===== src/rtl/regfile_param_init.sv =====
// regfile_param_init: parametrised register file with two combinational read
// ports, one clocked write port, optional hard-wired zero register, optional
// write-to-read bypass and a post-reset clear sequencer.
//
// Ports:
//   clk            rising-edge clock
//   reset          synchronous active-high reset
//   Read_Reg_Num_1 read port 1 address
//   Read_Reg_Num_2 read port 2 address
//   Read_Data_1    read port 1 data (combinational)
//   Read_Data_2    read port 2 data (combinational)
//   RegWrite       write enable
//   Write_Reg_Num  write address
//   Write_Data     write data
//   init_busy      high while the clear sequence runs (registered)
//   wr_drop        one-cycle pulse: a write was discarded (registered)
module regfile_param_init #(
  parameter int unsigned       DATA_W   = 8,
  parameter int unsigned       ADDR_W   = 3,
  parameter int unsigned       NUM_REGS = 2 ** ADDR_W,
  parameter logic [DATA_W-1:0] INIT_VAL = '0,
  parameter int unsigned       ZERO_REG = 0,
  parameter int unsigned       BYPASS   = 1
) (
  input  logic              clk,
  input  logic              reset,
  input  logic [ADDR_W-1:0] Read_Reg_Num_1,
  input  logic [ADDR_W-1:0] Read_Reg_Num_2,
  output logic [DATA_W-1:0] Read_Data_1,
  output logic [DATA_W-1:0] Read_Data_2,
  input  logic              RegWrite,
  input  logic [ADDR_W-1:0] Write_Reg_Num,
  input  logic [DATA_W-1:0] Write_Data,
  output logic              init_busy,
  output logic              wr_drop
);

  typedef enum logic [0:0] {StClear, StReady} state_e;

  localparam logic [ADDR_W-1:0] LastIdx = ADDR_W'(NUM_REGS - 1);

  state_e              r_state;
  logic [ADDR_W-1:0]   r_cnt;
  logic                r_init_busy;
  logic                r_wr_drop;
  logic [DATA_W-1:0]   r_regs [NUM_REGS];

  logic w_wr_range;
  logic w_wr_zero;
  logic w_wr_drop;
  logic w_wr_commit;
  logic w_wr_fwd;

  function automatic logic in_range(input logic [ADDR_W-1:0] a);
    return 32'(a) < NUM_REGS;
  endfunction

  assign w_wr_range  = in_range(Write_Reg_Num);
  assign w_wr_zero   = (ZERO_REG != 0) && (Write_Reg_Num == '0);
  assign w_wr_drop   = RegWrite && (r_init_busy || (r_state == StClear) || !w_wr_range);
  // Writes to the zero register are swallowed without flagging a drop.
  assign w_wr_commit = RegWrite && !w_wr_drop && !w_wr_zero;
  // Zero-register reads are masked ahead of the bypass in read_mux.
  assign w_wr_fwd    = (BYPASS != 0) && RegWrite && !w_wr_drop;

  // Control: single-process FSM with registered outputs.
  always_ff @(posedge clk) begin
    if (reset) begin
      r_state     <= StClear;
      r_cnt       <= '0;
      r_init_busy <= 1'b1;
      r_wr_drop   <= 1'b0;
    end else begin
      r_wr_drop <= w_wr_drop;
      case (r_state)
        StClear: begin
          if (r_cnt == LastIdx) begin
            r_state     <= StReady;
            r_init_busy <= 1'b0;
          end else begin
            r_cnt <= r_cnt + ADDR_W'(1);
          end
        end
        StReady: ;
        default: begin
          r_state     <= StClear;
          r_cnt       <= '0;
          r_init_busy <= 1'b1;
        end
      endcase
    end
  end

  // Storage has no reset: contents survive a reset edge and are rewritten
  // by the clear sequence afterwards.
  always_ff @(posedge clk) begin
    if (!reset) begin
      if (r_state == StClear) begin
        r_regs[r_cnt] <= INIT_VAL;
      end else if (w_wr_commit) begin
        r_regs[Write_Reg_Num] <= Write_Data;
      end
    end
  end

  function automatic logic [DATA_W-1:0] read_mux(input logic [ADDR_W-1:0] a);
    logic [DATA_W-1:0] d;
    d = '0;
    if (r_init_busy) begin
      d = '0;
    end else if ((ZERO_REG != 0) && (a == '0)) begin
      d = '0;
    end else if (!in_range(a)) begin
      d = '0;
    end else if (w_wr_fwd && (Write_Reg_Num == a)) begin
      d = Write_Data;
    end else begin
      d = r_regs[a];
    end
    return d;
  endfunction

  assign Read_Data_1 = read_mux(Read_Reg_Num_1);
  assign Read_Data_2 = read_mux(Read_Reg_Num_2);
  assign init_busy   = r_init_busy;
  assign wr_drop     = r_wr_drop;

endmodule


===== config.mk =====
export PLATFORM = sky130hd
export DESIGN_NAME = regfile_param_init
export DESIGN_NICKNAME = d
export VERILOG_FILES = /design/src/rtl/regfile_param_init.sv
export SDC_FILE = /design/constraint.sdc
export NUM_CORES = 1
export LEC_CHECK = 0
export CORE_AREA = 2 2 82 84
export DETAILED_ROUTE_END_ITERATION = 10
export DIE_AREA = 0 0 84 86
export GPL_TIMING_DRIVEN = 0
export PLACE_DENSITY = 0.81
export SETUP_SLACK_MARGIN = 0.02
export SKIP_LAST_GASP = 1
export SYNTH_ARGS = -nofsm -noshare
export SYNTH_HDL_FRONTEND = slang
export SYNTH_SLANG_ARGS = --single-unit

===== constraint.sdc =====
create_clock -name clk -period 4.25 [get_ports clk]
set_clock_uncertainty 0.15 [all_clocks]
set_input_delay 1.275 -clock clk [delete_from_list [all_inputs] [get_ports clk]]
set_output_delay 1.275 -clock clk [all_outputs]
set_load 0.03 [all_outputs]

Word level (Yosys, flattened, before mapping). Memories as Yosys holds them, arrays and structs flattened. Index checks and enable logic that the tools add are counted.

Equality and inequality tests: 3. Reductions and logical operators: 9. $add $sub $neg: 1. Multiplexer cells: 16. Bitwise operators: 2.

Operators with widths (number): $mux W8 (5); $mux W1 (10); $reduce_or A8 Y1 (1); $eq A3 B3 Y1 (2); $logic_and A1 B1 Y1 (4); $reduce_and A2 Y1 (2); $add A3 B1 Y3 const B (1); $eq A3 B3 Y1 const B (1); $mux W3 (1); $not A1 Y1 (2); $logic_not A1 Y1 (1); $logic_or A1 B1 Y1 (1).

Output and inout port bits: 18. Bits in writable memories: 64. Logic and storage cells: 36. Memories: 1. Bits in registers: 6.

Memories: r_regs (depth 8, bits a word 8, read ports 2, clocked after memory_dff 0, write ports 1, line 46) `logic [DATA_W-1:0] r_regs [NUM_REGS];`.

Depth between registers and ports, before layout.
Depth after elaboration: 11. Gate-level depth with buffers: 6. Mapped depth without buffers: 5.

Worst setup path before layout. Ideal clock, no wire load.

Path kind: input-to-output. From: input port Read_Reg_Num_2[2]. To: output port Read_Data_2[6]. Stages on the path: 5. Path slack: 0.035 ns. Data required time: 2.825 ns. Arrival: 2.790 ns. Buffers on the path: 2. Cells stage by stage: buf_2 xnor2_1 nand4_1 buf_4 a211oi_1.

Word-level cells in the longest chain between the ends: 4. Elaborated cells between the ends (all ways): 5. Those cells by class: eq/ne: 1; mux: 2; reduce/logical: 1; memory: 1.

Ends and longest elaborated chain: from (decl) (line 28) `input logic [ADDR_W-1:0] Read_Reg_Num_2,`; parallel branches: the longest is 2 deep, another holds $mem_v2 Z8 W8; $mux W8 (*) (line 115) `end else if (w_wr_fwd && (Write_Reg_Num == a)) begin`; $mux W8 (*) (line 109) `if (r_init_busy) begin`; to (decl) (line 30) `output logic [DATA_W-1:0] Read_Data_2,`.

Mark *: on every way between the ends.

Final worst setup path.
From: input port Read_Reg_Num_2[2]. To: output port Read_Data_2[4].

Same word-level chain as after synthesis.

==> flow_results.org <==
** Synth
- The mapped netlist covers 3710 µm².
- By area, the combinational part of the netlist is dominated by multiplexers.
- After synthesis the netlist holds a flip-flop and latch count of 70.
- The Yosys step of the flow raised 0 warnings.
- For this run, the register share of the synthesized area comes to 0.550.
- The compound-cell area share of the yosys netlist is 0.0505.
- Synthesis produced a netlist with a net count of between 200 and 250.
- In this run, distinct cell masters in the synthesized netlist total 32.
- Xor-xnor portion of the synthesized cell area :: 0.0165
- After synthesis, the share of cell area in mux cells is 0.266.
- Adder and majority cell fraction of the synthesized area :: 0.00674
- The cell count after synthesis came out at 226.
- Of the total synthesized cell area, the portion taken by AND, OR, NAND and NOR gates is 0.0741.
- In this run the mean area of a mapped cell was 16.4 µm².

** STA
- Relative slew slack :: 0.311
- Transition at the pin with the smallest max-transition slack :: 1.03 ns
- In the finished design, the share of the clock period the worst path needs comes to 0.987.
- Maximum frequency from static timing analysis :: 238 MHz
- The tightest hold path in the finished design has a slack of 0.422 ns.
- Post-layout minimum cycle time :: between 4 and 5 ns
- Final Hold Violating Endpoints :: 0
- RSZ-0062 raised after global routing :: false
- Total of endpoints with negative setup slack in the final report :: 0
- Count of final max-slew check failures :: 0

** Worst setup path
- Cell type of the slowest stage on the worst timing path :: mux4_2
- Along the worst path, the maximum fanout reaches 10.
- The critical path is of the input port to output port type.
- End of the worst register-to-register path :: r_regs[1][1]
- The startpoint identified for the worst register-to-register timing path is r_state.
- STA classifies the critical path startpoint as an input port.
- STA puts the critical path data required time at 2.82 ns.
- Endpoint kind of the worst setup timing path :: output port
- Cell chain of the critical path :: buf_2 > clkbuf_4 > mux4_2 > mux2i_1 > a211oi_4 > buf_6
- In this design, the stage delay of the slowest critical-path cell is 0.33 ns.
- For the worst flop-to-flop path, the logic depth is 5.
- At the worst endpoint, the arrival time is ~2.8 ns.
- Setup slack on the worst reg-to-reg path comes out at 1.42 ns.

** Floorplan
- In this run the count of I/O pins placed on the die edge is 38.
- Area of the core :: 6280 µm²
- Total die area :: 7220 µm²
- Die W :: 84 µm
- Row Count :: 29
- The initial utilization of the core area, before any placement, comes to 0.592.
- Measured along the y axis, the die boundary spans 86 µm.

** Detailed routing
- Vias :: about 2400
- Routed vias/inst :: 6.82
- WL/cell :: ~26 µm
- Routed wire length :: 8.98 mm
- ANT nets after route :: 0
- The first detailed-routing pass took 5 iterations.
- DRC viols :: 0
- The detailed router finished its first iteration with roughly 340 violations.

** Global routing
- Entering global routing, the biggest net connects 13 pins.
- Total global routing track utilization :: 0.257
- Number of antenna violations at the first check in global routing :: 0
- Grt ovf :: 0
- Wire length of the first global-routing pass :: ~13 mm
- Via count of the first global-routing pass :: 2334

** Worst hold path
- The path class of the tightest hold or removal check is register to register.
- The startpoint identified for the worst hold timing path is r_cnt[2].
- The worst hold path terminates at r_cnt[2].
- Hold Path Stages :: 2

** Placed design
- Detail Placement HPWL :: about 5.5 mm
- At the end of routability-driven placement, the weighted congestion stood at 0.906.
- Total of buffers placed on input and output ports :: 30
- In this run, placement finished with an instance count of roughly 330.

** Cells and area
- The multi-input combinational cells in the finished layout cover a total of 1640 µm².
- Final non-filler cell total :: 352
- For this run, the share of the core covered by cells in the final layout is 0.710.
- Across the whole layout, storage elements account for between 2000 and 2500 µm².
- The repair_antennas step left the layout with diodes totalling 0.
- The final layout contains a little under 300 nets.
- Counting the fill cells in the layout gives 405.
- In the final layout, the share of cells above drive strength 1 is 0.258.
- Area growth from synthesis to layout :: 19.9%
- The library cell used most frequently in the layout, excluding fill and tap cells, is edfxtp_1.
- Leaving out fill and tap cells, the most frequent cells in the layout are edfxtp_1, mux4_1, nor2_1.

** CTS
- TritonCTS built the clock tree.
- In this run the number of H-tree levels came out at 3.
- TritonCTS buffer count :: 9
- Longest Clk Path Bufs :: 2
- Clock root cell :: clkbuf_8
- Clock network latency to the later pin of the worst-skew pair :: 0.35 ns
- CTS sink cnt :: 70
- Clk pin slew, worst setup/hold paths :: around 0.080 ns

** Pwr
- Leakage power of the design :: 1.54 nW
- IR analysis of the VDD net gives a maximum drop of about 0.00026 V.
- Power Dens Cells :: 358 nW/µm²

** Outcome
- Outcome :: finished, final reports clean

** Flow run
- Across the run, the number of max-cap violations was 0.
how the worst max path moves through the flow:
stage                     cells past startpoint              start        endpoint  slack [ns]
after CTS                                     6           RegWrite  Read_Data_2[4]       -0.07
after global routing                          6   Write_Reg_Num[2]  Read_Data_2[4]        0.02
after detailed placement                      6   Write_Reg_Num[2]  Read_Data_2[4]       -0.91
final                                         6  Read_Reg_Num_2[2]  Read_Data_2[4]        0.06
after global placement                        6   Write_Reg_Num[2]  Read_Data_2[0]       -0.92
after floorplan                               5  Read_Reg_Num_2[2]  Read_Data_2[6]        0.04
through the flow:
step                setup TNS [ns]  cell area, µm²  setup WS (ns)  power [mW]
floorplan                        0            3710         0.0354       0.900
finish                           0            4460         0.0561        1.59
global placement            -12.95            4110         -0.920       0.946
detailed placement          -13.05            4110         -0.911       0.953
global route                     0            4460         0.0150        1.63
CTS                         -0.289            4320        -0.0673        1.59
layer usage:
metal	part of all wire	up-vias	global-route usage
li1	-	1026	-
met1	0.38	1203	0.315
met2	0.52	148	0.444
met5	0	-	0
met3	0.083	22	0.0645
met4	0.020	0	0.0997
state kept, by name, indices dropped and copies added (netlist names):
register   cells
r_regs        64
r_cnt          3
init_busy      1
r_state        1
wr_drop        1
worst max-delay path, delay by kind of cell:
kind / cells / cell delay, ns
multiplexers: 2 / 0.60
AO/OA/AOI/OAI: 1 / 0.12
buffers and inverters: 3 / 0.77
power by group:
group,leakage (nW),internal [mW],switching [mW]
clock,0.121,0.387,0.263
sequential,0.580,0.770,0.0131
combinational,0.842,0.0776,0.0829
total,1.54,1.23,0.359
Yosys cell counts, drive strengths merged:
cell     n  share of area
inv      2         0.0020
o21bai   1         0.0020
nor3     1         0.0013
xnor2    7          0.017
a21o     2         0.0040
nand4    2         0.0051
nor2    29          0.029
nor2b    1         0.0017
o21ai    2         0.0027
and2     8          0.013
a211oi  16          0.032
and4bb   1         0.0034
mux2i   16          0.043
dfxtp    6          0.032
clkbuf   3         0.0030
nand2b   2         0.0034
nor3b    3         0.0061
edfxtp  64           0.52
mux4    32           0.22
nand2    3         0.0030
buf     14          0.031
and3b    1         0.0024
nor4bb   1         0.0027
a21oi    2         0.0027
ha       2         0.0067
nand4b   1         0.0024
a31oi    4         0.0067
final cells by class:
cell class / count / area share
Timing Repair Buffer: 33 / 0.0663
Inverter: 2 / 0.00168
Tap cell: 77 / 0.0216
Clock buffer: 9 / 0.0278
Sequential cell: 70 / 0.458
Multi-Input combinational cell: 137 / 0.368
Buffer: 17 / 0.0309
Clock inverter: 7 / 0.0253
kinds of logic (layout without fill, tap and decap cells):
kind of cell	Yosys count	in the layout
fa+ha+maj	2	2
compound gates	27	27
xor+xnor	7	7
simple gates	53	53
buf+inv	19	68
mux	48	48
flops	70	70
repair_timing:
item | CTS | global route
setup buffers | 2 | 0
resized for setup | 113 | 32
hold buffers | 0 | 0
setup endpoints to repair | 16 | 16
cloned | 0 | 1
pin swaps | 2 | 1
No activity file was read; power rests on OpenSTA's default activity.
